File: config.mk
export PLATFORM = sky130hd
export DESIGN_NAME = serial_stream_tx
export DESIGN_NICKNAME = d
export VERILOG_FILES = /design/src/rtl/serial_stream_tx.sv
export SDC_FILE = /design/constraint.sdc
export NUM_CORES = 1
export LEC_CHECK = 0
export BUFFER_PORTS_ARGS = -buffer_cell sky130_fd_sc_hd__buf_2
export CORE_MARGIN = 1
export CORE_UTILIZATION = 45
export CTS_CLUSTER_SIZE = 24
export DETAILED_ROUTE_END_ITERATION = 10
export PLACE_DENSITY_LB_ADDON = 0.12
export RECOVER_POWER = 100
export SLEW_MARGIN = 40
export SYNTH_ARGS = -nofsm -noshare
export SYNTH_HDL_FRONTEND = slang
export SYNTH_SLANG_ARGS = --single-unit
File: constraint.sdc
create_clock -name clk -period 2.4 [get_ports clk]
set_clock_uncertainty 0.2 [all_clocks]
set_input_delay 0.48 -clock clk [delete_from_list [all_inputs] [get_ports clk]]
set_output_delay 0.48 -clock clk [all_outputs]
set_load 0.02 [all_outputs]
File: src/rtl/serial_stream_tx.sv
// serial_stream_tx
//   Shifts a right-justified frame of 1..32 bits out MSB-first, one bit per
//   cycle, with a stall input that freezes the bit position. Each frame is
//   followed by a single GAP cycle that pulses frame_done.
//
// Ports
//   clk         rising-edge clock
//   rst         asynchronous active-high reset
//   load_valid  frame offered on load_data/load_len
//   load_ready  frame can be accepted this cycle (IDLE, after reset release)
//   load_data   32-bit frame, bit load_len-1 sent first
//   load_len    frame length in bits, legal 1..32
//   stall       freezes shifting while high (SHIFT only)
//   bit_out     serial data bit
//   bit_valid   bit_out carries a stream bit this cycle
//   busy        frame in progress (SHIFT or GAP)
//   frame_done  one-cycle pulse in the GAP cycle after the last bit
//   len_err     one-cycle pulse after an illegal length was accepted
//   bits_sent   free-running count of valid bits since reset (wraps)
module serial_stream_tx (
  input  logic        clk,
  input  logic        rst,
  input  logic        load_valid,
  output logic        load_ready,
  input  logic [31:0] load_data,
  input  logic [5:0]  load_len,
  input  logic        stall,
  output logic        bit_out,
  output logic        bit_valid,
  output logic        busy,
  output logic        frame_done,
  output logic        len_err,
  output logic [15:0] bits_sent
);

  typedef enum logic [1:0] {
    IDLE  = 2'd0,
    SHIFT = 2'd1,
    GAP   = 2'd2
  } state_t;

  state_t      state_reg, state_next;
  logic [31:0] data_reg;
  logic [4:0]  idx_reg, idx_next;
  logic        ready_en_reg;
  logic        len_err_reg;
  logic [15:0] bits_sent_reg;
  logic        accept;
  logic        len_ok;

  // ready_en_reg holds load_ready low until the first edge after reset
  // release, so a frame can never be accepted in the release cycle.
  assign load_ready = (state_reg == IDLE) && ready_en_reg;
  assign accept     = load_valid && load_ready;
  assign len_ok     = (load_len != 6'd0) && (load_len <= 6'd32);

  always_comb begin
    state_next = state_reg;
    idx_next   = idx_reg;
    bit_out    = 1'b0;
    bit_valid  = 1'b0;
    busy       = 1'b0;
    frame_done = 1'b0;
    case (state_reg)
      IDLE: begin
        if (accept && len_ok) begin
          state_next = SHIFT;
          // len 32 truncates to 0; 0 - 1 wraps to 31, the MSB index.
          idx_next   = load_len[4:0] - 5'd1;
        end
      end
      SHIFT: begin
        busy      = 1'b1;
        bit_out   = data_reg[idx_reg];
        bit_valid = !stall;
        if (!stall) begin
          if (idx_reg == 5'd0) begin
            state_next = GAP;
          end else begin
            idx_next = idx_reg - 5'd1;
          end
        end
      end
      GAP: begin
        busy       = 1'b1;
        frame_done = 1'b1;
        state_next = IDLE;
      end
      default: begin
        state_next = IDLE;
      end
    endcase
  end

  always_ff @(posedge clk or posedge rst) begin
    if (rst) begin
      state_reg     <= IDLE;
      data_reg      <= 32'd0;
      idx_reg       <= 5'd0;
      ready_en_reg  <= 1'b0;
      len_err_reg   <= 1'b0;
      bits_sent_reg <= 16'd0;
    end else begin
      state_reg    <= state_next;
      idx_reg      <= idx_next;
      ready_en_reg <= 1'b1;
      len_err_reg  <= accept && !len_ok;
      if (accept) begin
        data_reg <= load_data;
      end
      if (bit_valid) begin
        bits_sent_reg <= bits_sent_reg + 16'd1;
      end
    end
  end

  assign len_err   = len_err_reg;
  assign bits_sent = bits_sent_reg;

endmodule

==> flow_summary_export.csv, run 1 <==
group,metric,value,unit
detailed_routing,drt-initial-drc-count,98,
power,power_density,1250,nW/um2
setup_path,crit_chain,"mux4_2 -> mux4_2 -> nor2_4 -> a2111oi_4 -> buf_4",
floorplanning,coreArea,5991,um2
detailed_routing,avgRoutedWirePerCell,14.48,um
finish,multi_input_area,1361,um2
timing,slew_viol_final,0,
finish,layout_common_cells,"dfrtp_1, buf_2, mux2_2, clkbuf_1, nand2_1",
power,pwr-share-clk,0.251,
logic_synthesis,synthMuxAreaShare,0.2242,
power,internal-power,2954,uW
floorplanning,rows,28,
grt,grt_pass1_vias,1932,
setup_path,cp_max_fo,6,
floorplanning,start_util,0.4722,
timing,hold_ws,0.1771,ns
floorplanning,fp.dieH,81.29,um
setup_path,required,1.72,ns
logic_synthesis,yosysSeqAreaShare,0.5042,
timing,setup_tns,-0.4125,ns
logic_synthesis,synth_compound_area_frac,0.05882,
grt,grt_use_total,0.1882,
setup_path,critPathMaxStageDelay,0.51,ns
detailed_routing,drt_first_pass_iters,4,
timing,relSlewSlack,0.2447,
detailed_routing,wl,5.401,mm
setup_path,cp_common_cell,"mux4_2",
floorplanning,pin_count,64,
timing,setup_violations,1,
placed_design,dp_hpwl,3.954,mm
logic_synthesis,syn_area_per_cell,12.98,um2
logic_synthesis,yosys.area_share.simple,0.1128,
clocking,htreeDepth,3,
clocking,cts.clk_slew.worst_paths,0.07,ns
clocking,cts_tree,"built",
grt,grt_pass1_wl,9.108,mm
setup_path,crit_type,"reg2out",
finish,register_area,1428,um2
clocking,cts_sinks,57,
outcome,violations,"negative setup slack",
detailed_routing,via_per_inst,5.303,
finish,fillers,511,
floorplanning,dieArea,6607,um2
run,cap_violations,0,
timing,setup_ws,-0.4125,ns
power,p_leak,0.001562,uW
grt,grt_max_degree,34,
setup_path,critPathLaunchType,"flip-flop",
timing,max_freq,355.6,MHz
setup_path,slowest_stage,"mux4_2",
min_path,hold_depth,2,
power,power.switching,1417,uW
clocking,clockBufferDepth,2,
logic_synthesis,synth_nets,266,
clocking,cts_setup_buffers,0,
logic_synthesis,synthAdderAreaFrac,0.02654,
power,ir_drop,726.8,uV
clocking,numCtsBuffers,9,
finish,layout-drive-gt1-share,0.3993,
power,p_sw_frac,0.3241,
setup_path,worst_ep_arrival_time,2.13,ns
setup_path,r2r_cells,8,
timing,finalHoldViolations,0,
timing,period_needed,2.813,ns
detailed_routing,drc,0,
grt,gr-total-overflow,0,
setup_path,endpoint_kind,"primary output",
detailed_routing,antenna_left,0,
logic_synthesis,synth-xor-area-share,0.04954,
timing,period_share,1.172,
logic_synthesis,ys_types,47,
placed_design,numPortBuffers,63,
detailed_routing,num_vias,1978,
power,share_comb_of_total_power,0.367,
logic_synthesis,synth_top_family_by_area,"multiplexers",
finish,final_common_cell,"dfrtp_1",
grt,antenna_found_initial,0,
logic_synthesis,synth_cells,218,
finish,antenna_cells,0,
clocking,cts_root_buffer,"clkbuf_8",
floorplanning,dieWidth,81.29,um
finish,final_util,0.5838,
outcome,outcome,"complete, but fails checks",
timing,rsz0062_at_grt,"true",
timing,tightest_slew,1.132,ns
placed_design,place_congestion,0.7628,
logic_synthesis,ys_warn_count,0,
finish,largest_reg_flops,32,
power,power,4371,uW
finish,final_nets,341,
min_path,hp-class,"in2reg",
finish,area_delta_synth_final,23.62,%
power,p_seq_frac,0.381,
logic_synthesis,ys_ff_latch,57,
clocking,insertion_delay,0.33,ns
logic_synthesis,syn_area,2829,um2
clocking,hold_buffers,0,
-- cell usage after synthesis, drive strengths merged --
master    n  area (um2)
a2111oi   2       17.52
a211oi    3       27.52
a21o      1       7.510
a21oi     4       20.02
a22oi     1       12.51
a31oi     2       12.51
and2      2       12.51
and3      5       31.28
buf       8       45.04
conb      1       3.750
dfrtp    57        1426
ha        6       75.07
inv       5       18.77
mux2     35       394.1
mux2i     3       30.03
mux4      9       210.2
nand2    11       41.29
nand2b    2       12.51
nand3     4       20.02
nand3b    1       7.510
nand4     4       31.28
nand4b    1       8.760
nor2      8       30.03
nor2b     2       12.51
nor3      4       20.02
nor4      2       12.51
nor4b     1       15.01
o2111a    1       11.26
o211ai    1       7.510
o21ai     5       25.02
o2bb2ai   1       8.760
o311ai    1       8.760
o31ai     1       7.510
or2       2       15.02
or3       4       25.02
or4b      2       23.77
xnor2     8       70.07
xor2      8       70.07
-- critical path: cells and delay by family (launching register included) --
kind / cells / cell delay [ns]
AND/OR/NAND/NOR: 1 / 0.12
buffers and inverters: 1 / 0.18
AO/OA/AOI/OAI: 1 / 0.05
multiplexers: 2 / 1.01
flip-flops: 1 / 0.45
-- cells by family after synthesis --
group                    count (synthesis)
flip-flops                              57
AND/OR/NAND/NOR                         55
multiplexers                            47
AO/OA/AOI/OAI                           23
XOR/XNOR                                16
buffers and inverters                   13
adder cells (fa/ha/maj)                  6
other                                    1
-- what timing repair did --
item                                    in CTS  in global routing
gates resized for setup                      8                  3
endpoints found under the setup margin       1                  3
pin swaps                                    1                  0
-- worst paths after layout --
path | startpoint | end | slack [ns]
min in group asynchronous | rst | bits_sent[5]$_DFFE_PP0P_ | 0.23
max reg2reg | state_reg[1]$_DFFE_PP0P_ | bits_sent[14]$_DFFE_PP0P_ | 0.08
max | idx_reg[1]$_DFFE_PP0P_ | bit_out | -0.41
min | load_data[10] | data_reg[10]$_DFFE_PP0P_ | 0.18
max in group asynchronous | rst | data_reg[0]$_DFFE_PP0P_ | 0.50
min reg2reg | bits_sent[15]$_DFFE_PP0P_ | bits_sent[15]$_DFFE_PP0P_ | 0.27
-- stage by stage --
stage               worst slack, ns  instance area [um2]  std cells
floorplan                   0.01983                 2835        218
global placement            -0.1637                 3292        357
detailed placement          -0.1623                 3292        357
CTS                         -0.4306                 3557        373
global route                -0.5146                 3497        373
finish                      -0.4125                 3497        373
-- power by group through the flow --
stage | registers (uW) | clock network, uW | logic (uW)
CTS | 1670 | 1120 | 1670
floorplan | 1570 | 0 | 1230
detailed placement | 1670 | 0 | 1580
global placement | 1660 | 0 | 1560
global route | 1730 | 1170 | 1780
finish | 1670 | 1100 | 1610
-- layer usage --
metal,global-route usage,vias up,share of wire,wire [um]
li1,-,948,-,-
met1,0.2536,974,0.46,2499
met2,0.2858,51,0.49,2624
met3,0.05169,5,0.041,220
met4,0.07500,0,0.011,57
met5,0,-,0,0
-- layout make-up --
cell class,count,share of cell area
sequential,57,0.4082
multi-input combinational,148,0.3893
timing repair buffer,72,0.1005
clock buffer,11,0.04043
clock inverter,5,0.02934
tap,75,0.02683
inverter,5,0.005367
Power figures use the tool's default switching activity.
==> inputs of run 2 (changes only) <==
CTS_BUF_LIST = sky130_fd_sc_hd__clkbuf_4   (was default)
==> flow_summary_export.csv, run 2 (synthesis gave the netlist of run 1 again) <==
group,metric,value,unit
clocking,cts.clk_slew.worst_paths,0.11,ns
detailed_routing,drt-initial-drc-count,106,
clocking,cts_tree,"built",
detailed_routing,via_per_inst,5.350,
grt,grt_use_total,0.1906,
grt,use_met2,0.2925,
detailed_routing,drt_first_pass_iters,4,
setup_path,required,1.72,ns
min_path,holdCritStartpoint,"load_data[10]",
timing,max_freq,347.7,MHz
timing,tightest_slew,1.131,ns
outcome,outcome,"complete, but fails checks",
timing,hold_ws,0.1073,ns
setup_path,crit_chain,"mux4_2 -> mux4_2 -> nor2_4 -> a2111oi_4 -> buf_4",
floorplanning,start_util,0.4722,
placed_design,numPortBuffers,63,
grt,grt_max_degree,34,
grt,grt_use_met1,0.2507,
grt,busiest_layer,"met2",
timing,rsz0062_at_grt,"true",
finish,largest_reg_flops,32,
timing,period_share,1.198,
timing,setup_ws,-0.4760,ns
grt,grt_pass1_wl,9.177,mm
finish,antenna_cells,0,
setup_path,r2r_cells,8,
setup_path,worst_ep_arrival_time,2.20,ns
floorplanning,dieWidth,81.29,um
timing,relSlewSlack,0.2454,
min_path,hp-class,"in2reg",
grt,met3_usage,0.04157,
finish,area_delta_synth_final,21.80,%
detailed_routing,avgRoutedWirePerCell,14.40,um
detailed_routing,wl,5.387,mm
finish,layout_common_cells,"dfrtp_1, buf_2, mux2_2, clkbuf_1, clkbuf_4",
finish,final_nets,342,
power,ir_drop,690.5,uV
timing,setup_violations,1,
finish,fillers,529,
detailed_routing,drc,0,
floorplanning,coreArea,5991,um2
clocking,htreeDepth,3,
setup_path,r2r-start,"state_reg[1]$_DFFE_PP0P_",
run,cap_violations,0,
placed_design,place_congestion,0.7628,
placed_design,dp_hpwl,3.954,mm
floorplanning,pin_count,64,
setup_path,slowest_stage,"mux4_2",
setup_path,crit_path_start,"idx_reg[1]$_DFFE_PP0P_",
placed_design,pre_cts_ws,-0.1623,ns
detailed_routing,num_vias,2001,
detailed_routing,antenna_left,0,
outcome,violations,"negative setup slack",
finish,final_common_cell,"dfrtp_1",
clocking,cts_sinks,57,
placed_design,placed_area,3292,um2
clocking,cts_setup_buffers,0,
timing,slew_viol_final,0,
clocking,insertion_delay,0.39,ns
finish,final_util,0.5752,
timing,finalHoldViolations,0,
setup_path,cp_common_cell,"mux4_2",
setup_path,critPathLaunchType,"flip-flop",
setup_path,crit_type,"reg2out",
grt,grt_pass1_vias,1938,
min_path,hold_depth,2,
setup_path,cp_max_fo,6,
floorplanning,rows,28,
floorplanning,fp.dieH,81.29,um
power,power_density,1208,nW/um2
finish,layout-drive-gt1-share,0.3980,
setup_path,critPathMaxStageDelay,0.51,ns
grt,gr-total-overflow,0,
grt,antenna_found_initial,0,
setup_path,endpoint_kind,"primary output",
clocking,clockBufferDepth,2,
power,p_leak,0.001542,uW
clocking,numCtsBuffers,9,
finish,stdcell_area,3446,um2
timing,period_needed,2.876,ns
floorplanning,dieArea,6607,um2
clocking,cts_root_buffer,"clkbuf_4",
run 2: cell count changes in the layout (fill, tap and decap cells not counted):
cell,delta
dlygate4sd3_1,+1
clkbuf_8,-10
a2111oi_0,+1
clkbuf_4,+11
a2111oi_1,-1
clkinv_1,+1
buf_2,+1
clkbuf_1,-1
clkbuf_2,-2
run 2: power by group:
group          switching [uW]  internal, uW
combinational             707           899
clock                     362           534
sequential                323          1340
total                    1390          2770
run 2: repair_timing:
action / in CTS / in global routing
cloned: 0 / 0
endpoints found under the setup margin: 1 / 5
hold endpoints to repair: 29 / 0
gates resized for setup: 8 / 5
hold buffers: 1 / 0
pin swaps: 1 / 0
run 2: area by class of cell:
type,instances,area [um2],share of cell area
Sequential cell,57,1428,0.4143
Tap cell,75,93.84,0.02723
Clock inverter,6,106.4,0.03086
Clock buffer,10,75.07,0.02179
Timing Repair Buffer,73,364.1,0.1057
Inverter,5,18.77,0.005447
Multi-Input combinational cell,148,1360,0.3947
run 2: critical path: cells and delay by family, from the launching register on:
| family | cells | cell delay, ns |
|---|---|---|
| AOI/OAI and AO/OA | 1 | 0.05 |
| DFF | 1 | 0.46 |
| buffers and inverters | 1 | 0.18 |
| muxes | 2 | 1.01 |
| and+or+nand+nor | 1 | 0.12 |
run 2: final timing paths:
kind	slack [ns]	endpoint
worst max-delay path	-0.48	bit_out
worst min-delay path	0.11	data_reg[10]$_DFFE_PP0P_
worst max register to register	0.05	bits_sent[14]$_DFFE_PP0P_
worst min register to register	0.28	bits_sent[15]$_DFFE_PP0P_
max in group asynchronous	0.19	data_reg[4]$_DFFE_PP0P_
min in group asynchronous	0.73	bits_sent[5]$_DFFE_PP0P_
run 2: routing by layer:
metal  vias to the layer above  routed length, um
met4                         0                123
met3                        12                199
li1                        960                  -
met1                       987               2503
met5                         -                  0
met2                        42               2560
run 2: metrics by stage:
stage / cells / setup TNS [ns] / total power (uW)
6_report: 374 / -0.4760 / 4163
5_1_grt: 374 / -4.409 / 4474
4_1_cts: 374 / -0.5074 / 4249
3_5_place_dp: 357 / -0.1623 / 3250
3_3_place_gp: 357 / -0.1637 / 3219
2_1_floorplan: 218 / 0 / 2804
